<file path="src/rtl/axi_single_beat_master.sv">
// axi_single_beat_master
//   AXI4 initiator that turns a one-word request/response port into
//   single-beat AXI transactions (awlen/arlen = 0, INCR, full-width size).
//   Only one transaction is outstanding at a time.
//
// Ports
//   clk_i, rst_i                 clock, synchronous active-high reset
//   req_valid/req_ready          request handshake; req_we/addr/wdata/strb payload
//   rsp_valid/rsp_rdata/rsp_err  one-cycle completion pulse, read data, error flag
//   aw*, w*, b*, ar*, r*         AXI4 master channels (bid/rid/rlast are ignored)
//
// Parameters
//   MST_ID       value driven on awid/arid
//   TIMEOUT_CYC  watchdog limit in cycles (AXI_MST_TIMEOUT_EN builds only)
//
// Build option
//   AXI_MST_TIMEOUT_EN  when defined, a per-state watchdog abandons a stalled
//                       transaction and reports it with rsp_err=1.

`ifndef ADDR_WIDTH
`define ADDR_WIDTH 32
`endif
`ifndef DATA_WIDTH
`define DATA_WIDTH 32
`endif
`ifndef ID_BITS
`define ID_BITS 4
`endif
`ifndef LEN_BITS
`define LEN_BITS 8
`endif
`ifndef SIZE_BITS
`define SIZE_BITS 3
`endif

module axi_single_beat_master #(
  parameter logic [`ID_BITS-1:0] MST_ID      = '0,
  parameter int unsigned         TIMEOUT_CYC = 1024
) (
  input  logic                       clk_i,
  input  logic                       rst_i,
  input  logic                       req_valid,
  output logic                       req_ready,
  input  logic                       req_we,
  input  logic [`ADDR_WIDTH-1:0]     req_addr,
  input  logic [`DATA_WIDTH-1:0]     req_wdata,
  input  logic [`DATA_WIDTH/8-1:0]   req_strb,
  output logic                       rsp_valid,
  output logic [`DATA_WIDTH-1:0]     rsp_rdata,
  output logic                       rsp_err,
  output logic [`ID_BITS-1:0]        awid,
  output logic [`ADDR_WIDTH-1:0]     awaddr,
  output logic [`LEN_BITS-1:0]       awlen,
  output logic [`SIZE_BITS-1:0]      awsize,
  output logic [1:0]                 awburst,
  output logic                       awvalid,
  input  logic                       awready,
  output logic [`DATA_WIDTH-1:0]     wdata,
  output logic [`DATA_WIDTH/8-1:0]   wstrb,
  output logic                       wvalid,
  output logic                       wlast,
  input  logic                       wready,
  input  logic [`ID_BITS-1:0]        bid,
  input  logic [1:0]                 bresp,
  input  logic                       bvalid,
  output logic                       bready,
  output logic [`ID_BITS-1:0]        arid,
  output logic [`ADDR_WIDTH-1:0]     araddr,
  output logic [`LEN_BITS-1:0]       arlen,
  output logic [1:0]                 arburst,
  output logic [`SIZE_BITS-1:0]      arsize,
  output logic                       arvalid,
  input  logic                       arready,
  input  logic [`ID_BITS-1:0]        rid,
  input  logic [`DATA_WIDTH-1:0]     rdata,
  input  logic [1:0]                 rresp,
  input  logic                       rvalid,
  input  logic                       rlast,
  output logic                       rready
);

  localparam logic [`SIZE_BITS-1:0] AXSIZE = `SIZE_BITS'($clog2(`DATA_WIDTH/8));

  typedef enum logic [2:0] {IDLE, WRITE, WR_RESP, RD_ADDR, RD_DATA} state_e;

  state_e                     state_q, state_d;
  logic [`ADDR_WIDTH-1:0]     addr_q, addr_d;
  logic [`DATA_WIDTH-1:0]     wdata_q, wdata_d;
  logic [`DATA_WIDTH/8-1:0]   strb_q, strb_d;
  logic                       aw_done_q, aw_done_d;
  logic                       w_done_q, w_done_d;
  logic                       rsp_valid_q, rsp_valid_d;
  logic                       rsp_err_q, rsp_err_d;
  logic [`DATA_WIDTH-1:0]     rsp_rdata_q, rsp_rdata_d;

`ifdef AXI_MST_TIMEOUT_EN
  localparam int CNT_W = (TIMEOUT_CYC > 2) ? $clog2(TIMEOUT_CYC) : 1;
  logic [CNT_W-1:0] cnt_q, cnt_d;
`else
  logic unused_tmo;
  assign unused_tmo = (TIMEOUT_CYC == 0);
`endif

  // Single outstanding transaction: IDs, rlast and the low resp bit carry no information.
  logic unused_in;
  assign unused_in = ^{bid, rid, rlast, bresp[0], rresp[0]};

  // State register
  always_ff @(posedge clk_i) begin
    if (rst_i) begin
      state_q     <= IDLE;
      addr_q      <= '0;
      wdata_q     <= '0;
      strb_q      <= '0;
      aw_done_q   <= 1'b0;
      w_done_q    <= 1'b0;
      rsp_valid_q <= 1'b0;
      rsp_err_q   <= 1'b0;
      rsp_rdata_q <= '0;
`ifdef AXI_MST_TIMEOUT_EN
      cnt_q       <= '0;
`endif
    end else begin
      state_q     <= state_d;
      addr_q      <= addr_d;
      wdata_q     <= wdata_d;
      strb_q      <= strb_d;
      aw_done_q   <= aw_done_d;
      w_done_q    <= w_done_d;
      rsp_valid_q <= rsp_valid_d;
      rsp_err_q   <= rsp_err_d;
      rsp_rdata_q <= rsp_rdata_d;
`ifdef AXI_MST_TIMEOUT_EN
      cnt_q       <= cnt_d;
`endif
    end
  end

  // Next state and datapath
  always_comb begin
    state_d     = state_q;
    addr_d      = addr_q;
    wdata_d     = wdata_q;
    strb_d      = strb_q;
    aw_done_d   = aw_done_q;
    w_done_d    = w_done_q;
    rsp_valid_d = 1'b0;
    rsp_err_d   = 1'b0;
    rsp_rdata_d = '0;
    case (state_q)
      IDLE: if (req_valid) begin
        addr_d    = req_addr;
        wdata_d   = req_wdata;
        strb_d    = req_strb;
        aw_done_d = 1'b0;
        w_done_d  = 1'b0;
        state_d   = req_we ? WRITE : RD_ADDR;
      end
      WRITE: begin
        // AW and W complete independently; a done channel ignores its ready.
        if (awready) aw_done_d = 1'b1;
        if (wready)  w_done_d  = 1'b1;
        if (aw_done_d && w_done_d) state_d = WR_RESP;
      end
      WR_RESP: if (bvalid) begin
        state_d     = IDLE;
        rsp_valid_d = 1'b1;
        rsp_err_d   = bresp[1];
      end
      RD_ADDR: if (arready) state_d = RD_DATA;
      RD_DATA: if (rvalid) begin
        state_d     = IDLE;
        rsp_valid_d = 1'b1;
        rsp_err_d   = rresp[1];
        rsp_rdata_d = rdata;
      end
      default: state_d = IDLE;
    endcase
`ifdef AXI_MST_TIMEOUT_EN
    // Fires only when this cycle makes no state progress; a handshake landing
    // on the last allowed cycle still wins.
    if (state_q != IDLE && state_d == state_q && cnt_q == CNT_W'(TIMEOUT_CYC - 1)) begin
      state_d     = IDLE;
      rsp_valid_d = 1'b1;
      rsp_err_d   = 1'b1;
      rsp_rdata_d = '0;
    end
    cnt_d = (state_q == IDLE || state_d != state_q) ? '0 : cnt_q + CNT_W'(1);
`endif
  end

  // Outputs
  always_comb begin
    req_ready = (state_q == IDLE);
    awvalid   = (state_q == WRITE) && !aw_done_q;
    wvalid    = (state_q == WRITE) && !w_done_q;
    wlast     = wvalid;
    bready    = (state_q == WR_RESP);
    arvalid   = (state_q == RD_ADDR);
    rready    = (state_q == RD_DATA);
  end

  assign awid      = MST_ID;
  assign awaddr    = addr_q;
  assign awlen     = '0;
  assign awsize    = AXSIZE;
  assign awburst   = 2'b01;
  assign wdata     = wdata_q;
  assign wstrb     = strb_q;
  assign arid      = MST_ID;
  assign araddr    = addr_q;
  assign arlen     = '0;
  assign arsize    = AXSIZE;
  assign arburst   = 2'b01;
  assign rsp_valid = rsp_valid_q;
  assign rsp_err   = rsp_err_q;
  assign rsp_rdata = rsp_rdata_q;

endmodule

</file>
<file path="config.mk">
export PLATFORM = sky130hd
export DESIGN_NAME = axi_single_beat_master
export DESIGN_NICKNAME = d
export VERILOG_FILES = /design/src/rtl/axi_single_beat_master.sv
export SDC_FILE = /design/constraint.sdc
export NUM_CORES = 1
export LEC_CHECK = 0
export CORE_MARGIN = 4
export CORE_UTILIZATION = 35
export DETAILED_ROUTE_END_ITERATION = 10
export PLACE_DENSITY_LB_ADDON = 0.2
export SLEW_MARGIN = 20
export SYNTH_ARGS = -nofsm -noshare
export SYNTH_HDL_FRONTEND = slang
export SYNTH_SLANG_ARGS = --single-unit
export TNS_END_PERCENT = 100
</file>
<file path="constraint.sdc">
create_clock -name clk_i -period 2.2 [get_ports clk_i]
set_clock_uncertainty 0.2 [all_clocks]
set_input_delay 0.33 -clock clk_i [delete_from_list [all_inputs] [get_ports clk_i]]
set_output_delay 0.33 -clock clk_i [all_outputs]
set_load 0.02 [all_outputs]
</file>
==> summary.txt, run 1 <==
# clock sinks = 107
First-pass iteration count of the detailed router = 4
Row count = 39
Root Driver = clkbuf_16
Initial antenna violation count = 0
Critical Path AT = 1470 ps
Number of global-route vias before repair = 3528
Ys flop type = dfxtp_1
Area contributors post-synth = dfxtp_1 52%, buf_4 13%, nand2_1 12%
Largest net degree at the start of global routing = 47
Drt wl/cell = 14.37 um
Worst vdd ir = 0.0003819 V
Most frequent cells in the layout = 243 x clkdlybuf4s50_1, 137 x nand2_1, 104 x dfxtp_1
# hold bufs at CTS = 0
Antenna Nets Post-Route = 0
Worst R2R Setup Slack = 370 ps
RSZ-0062 raised after global routing = false
Gp weighted congestion = 0.7993
Worst hold slack = 127.6 ps
Via count = 3701
IO Pins = 297
Area Overhead vs Synth = 62.63%
# nets final = 810
Share of layout cells above drive strength 1 = 0.05483
Hold crit path type = in2reg
Leak = 0.002600 uW
FF+latch count, synth = 107
YS warnings = 0
Syn Inst Count = 478
Final setup viols = 0
Setup TNS = 0 ps
CTS tree = yes
Clk slew on worst S/H paths = 70 ps
Post-CTS Setup Repair Bufs = 0
Final count of hold timing violations = 0
Initial DRC Count = 165
Residual DRC = 0
Final Non-Filler Cells = 836
Type of element launching the critical path = flop
Worst setup margin = 204.1 ps
N_diodes = 0
Vias per cell = 4.427
Placed cell count = 820
Post-synth ARST share = 0
Post-Synth Simple-Gate Area = 0.2126
Total CTS buffers = 9
Pwr/cell area = 750.0 nW/um2
All-layer global routing usage = 0.1680
Xor and xnor area share after synthesis = 0
Synthesized cell area = 4125 um2
Complex-gate fraction of the synthesized area = 0.1007
First-pass GRT wire length = 17680 um
Largest family of logic cells by synthesized area = simple AND/OR/NAND/NOR gates
Final Max Tran Viols = 0
Crit path kind = reg2out
Mux cell area share after synthesis = 0.004853
Critical Path Sink Type = output port
Most common cell after layout, fill and taps aside = clkdlybuf4s50_1
Synth Area per Inst = 8.630 um2
Core Region = 11470 um2
H-tree levels = 3
Netlist cell types = 28
Die width = 116.6 um
Adder-Cell Fraction of Synth Area = 0
Max Root-Sink Buffers = 2
I/O Buffers = 251
Dpl hpwl = 9457 um
Crit path required time = 1670 ps
Sequential share of the synthesized area = 0.5193
Max-cap violation count = 0
Place WS = 95.13 ps
Initial core utilization = 0.3597
Post-synth EDFFs = 0
Die ar. = 13590 um2
Die Y = 116.6 um
Total wire length = 12010 um
CP Max Fanout = 7
Worst-Skew Late Latency = 340 ps
Tcrit/Tclk final = 0.9072
Final core occ = 0.5851
Fmax = 0.5010 GHz
Synth area leader = dfxtp_1
Top-area cell type share of the netlist area = 0.5193
Status = completed
GRT overflow = 0
Minimum clock period = 1996 ps
-- through the flow --
stage	power (uW)	instance area [um2]
finish	5032	6709
global route	5292	6709
CTS	5117	6709
detailed placement	3444	6395
global placement	3423	6395
floorplan	2900	4245
-- state kept, by name, indices dropped and copies added (netlist names) --
signal     cells
rsp_err        1
araddr        32
w_done_q       1
state_q        3
wstrb          4
rsp_valid      1
aw_done_q      1
rsp_rdata     32
wdata         32
-- power breakdown --
group	leakage, uW	total, uW	internal, uW	switching, uW
clock	0.000156	1660	979	681
combinational	0.00157	1230	595	632
sequential	0.000873	2140	2060	84.3
total	0.00260	5030	3630	1400
-- worst max-delay path, cell delays in order, from the launching register on --
cell,delay (ps)
dfxtp_2,370
nor2_1,150
nand2_1,90
nor2_1,160
dlygate4sd2_1,360
-- cell usage after synthesis (2+ instances only) --
master	instances
a21oi_1	71
a32oi_1	3
and2_1	33
buf_2	8
buf_4	70
buf_6	3
clkbuf_1	15
conb_1	2
dfxtp_1	107
mux2i_1	2
nand2_1	137
nand3_1	2
nor2_1	8
nor3_1	3
-- routing by layer --
layer | up-vias | track usage | wire length [um]
li1 | 1842 | - | -
met1 | 1657 | 0.1622 | 4104
met2 | 187 | 0.3005 | 5983
met3 | 15 | 0.09016 | 1715
met4 | 0 | 0.06575 | 209
met5 | - | 0 | 0
-- path summary, 6_finish.rpt --
path	startpoint	endpoint	depth (start not counted)
worst max-delay path	state_q[2]	wvalid	4
worst min-delay path	rst_i	wdata[3]	2
worst max register to register	state_q[2]	wdata[22]	5
worst min register to register	wdata[9]	wdata[9]	2
-- cell families after synthesis --
logic type      after synthesis
compound gates               78
other cells                   2
simple gates                191
buf+inv                      98
flops                       107
mux                           2
-- what timing repair did --
| item | in CTS | in global routing |
|---|---|---|
| resized for setup | 11 | 0 |
| endpoints found under the setup margin | 7 | 0 |
| endpoints found under the hold margin | 0 | 0 |
-- area by class of cell --
cell class / count / area, um2
repair buffers: 264 / 2621
well taps: 143 / 178.9
inverters: 1 / 3.754
clock inverters: 3 / 43.79
clock buffers: 13 / 270.3
fillers: 1011 / 4758
flip-flops and latches: 107 / 2146
multi-input cells: 305 / 1445
Power figures use the tool's default switching activity.
==> inputs of run 2 (changes only) <==
- SLEW_MARGIN: 20 -> 25
==> results of run 2 <==
Same layout as run 1: the final DEF is identical, and so are final timing and power.
==> inputs of run 3 (changes only) <==
- GPL_TIMING_DRIVEN: unset -> 0
- SLEW_MARGIN: 25 -> unset
==> summary.txt, run 3 (same netlist as run 1, synthesis figures left out) <==
Status = completed
Residual DRC = 0
Total wire length = 13110 um
Final setup viols = 0
Post-CTS Setup Repair Bufs = 0
Row count = 39
I/O Buffers = 251
Worst R2R Setup Slack = 310 ps
# hold bufs at CTS = 0
Number of global-route vias before repair = 3893
Critical-path top delay cell = clkdlybuf4s15_2
Core Region = 11470 um2
Most frequent cells in the layout = 244 x clkdlybuf4s50_1, 137 x nand2_1, 107 x dfxtp_1
Met1 WL = 4454 um
N_diodes = 0
Tcrit/Tclk final = 0.9652
Critical Path AT = 1590 ps
Final count of hold timing violations = 0
Sw Share = 0.2740
Crit path cell chain = clkbuf_4, buf_4, nor3b_1, clkdlybuf4s15_2
CP delay by family, top = buffers and inverters
Die Y = 116.6 um
Gp weighted congestion = 0.8148
Final Max Tran Viols = 0
Met2 WL = 6696 um
Crit path required time = 1670 ps
Via count = 3970
Largest net degree at the start of global routing = 18
Fmax = 0.4709 GHz
Power share of the combinational group = 0.259
P_int = 3870 uW
Leak = 0.002959 uW
Root Driver = clkbuf_16
P_sw = 1461 uW
Pwr/cell area = 731.9 nW/um2
Critical Path Sink Type = output port
All-layer global routing usage = 0.1812
Clk slew on worst S/H paths = 70 ps
Clk pwr share = 0.341
Met3 routed WL = 1734 um
Max Root-Sink Buffers = 2
Initial antenna violation count = 0
Type of element launching the critical path = flop
Crit path kind = reg2out
# clock sinks = 107
RSZ-0062 raised after global routing = false
Drt wl/cell = 14.25 um
Final instance area = 7284 um2
Antenna Nets Post-Route = 0
Final core occ = 0.6352
Part of the power in registers = 0.400
Worst hold slack = 253.5 ps
Minimum clock period = 2123 ps
Multi-input gate area = 1448 um2
Filler cells = 984
Worst vdd ir = 0.0003731 V
First-pass iteration count of the detailed router = 4
Tot Pwr = 5331 uW
GRT overflow = 0
Die width = 116.6 um
Area Overhead vs Synth = 76.58%
Vias per cell = 4.315
CTS tree = yes
CP Max Fanout = 10
First-pass GRT wire length = 19170 um
CP max stage delay = 310 ps
Register area = 2142 um2
Worst path bufs/invs = 3
Most common cell after layout, fill and taps aside = clkdlybuf4s50_1
Headroom to the max-slew limit = 0.6403
Dpl hpwl = 10710 um
Area after DPL = 6937 um2
Initial core utilization = 0.3597
Worst-Skew Late Latency = 340 ps
Uppermost routed layer = met4
H-tree levels = 3
Max-cap violation count = 0
Share of layout cells above drive strength 1 = 0.1416
Initial DRC Count = 146
# nets final = 894
Worst-margin pin slew = 539.5 ps
IO Pins = 297
Die ar. = 13590 um2
Hold crit path type = reg2reg
Total CTS buffers = 9
## run 3: cell count changes in the layout (fill, tap and decap cells not counted), moves of 5 or more
cell           change
clkbuf_1          +13
buf_4             +61
buf_2              +6
dlygate4sd2_1      -5
## run 3: cell type report
class | instances | area share
Timing Repair Buffer | 251 | 0.3439
Sequential cell | 107 | 0.2941
Multi-Input combinational cell | 305 | 0.1987
Buffer | 97 | 0.09138
Clock buffer | 9 | 0.03092
Tap cell | 143 | 0.02456
Clock inverter | 7 | 0.01597
Inverter | 1 | 0.0005153
## run 3: power by group through the flow
stage	combinational [uW]	clock, uW	sequential (uW)
after global routing	1480	1940	2150
after CTS	1390	1870	2130
after global placement	1370	0	2170
after detailed placement	1390	0	2180
after floorplan	596	0	2300
final	1380	1820	2130
## run 3: worst paths after layout
path / from / to / cells after the start
worst max-delay path: state_q[0] / bready / 4
worst min-delay path: wdata[13] / wdata[13] / 2
worst max register to register: state_q[1] / wdata[30] / 6
worst min register to register: wdata[13] / wdata[13] / 2
## run 3: worst reg2reg max path, stage by stage, from the launching register on
cell,delay [ps]
dfxtp_1,300
buf_4,170
nor4b_4,400
buf_2,320
buf_4,220
nand2_1,70
a21oi_1,140
## run 3: timing repair
item                                    in CTS  in global routing
endpoints found under the hold margin        0                  0
resized for setup                           17                  6
gates cloned                                 0                  0
endpoints found under the setup margin       7                  5
## run 3: through the flow
stage	setup TNS (ps)	setup slack, ps	std cells
6_report	0	76.55	920
5_1_grt	0	7.269	920
4_1_cts	0	9.244	920
3_5_place_dp	-632.0	-229.5	904
3_3_place_gp	-442.0	-210.6	904
2_1_floorplan	0	277.1	510
## run 3: routing by layer
| metal | track usage | vias up |
|---|---|---|
| met5 | 0 | - |
| met4 | 0.05581 | 0 |
| met3 | 0.09171 | 16 |
| met2 | 0.3371 | 194 |
| met1 | 0.1739 | 1749 |
| li1 | - | 2011 |
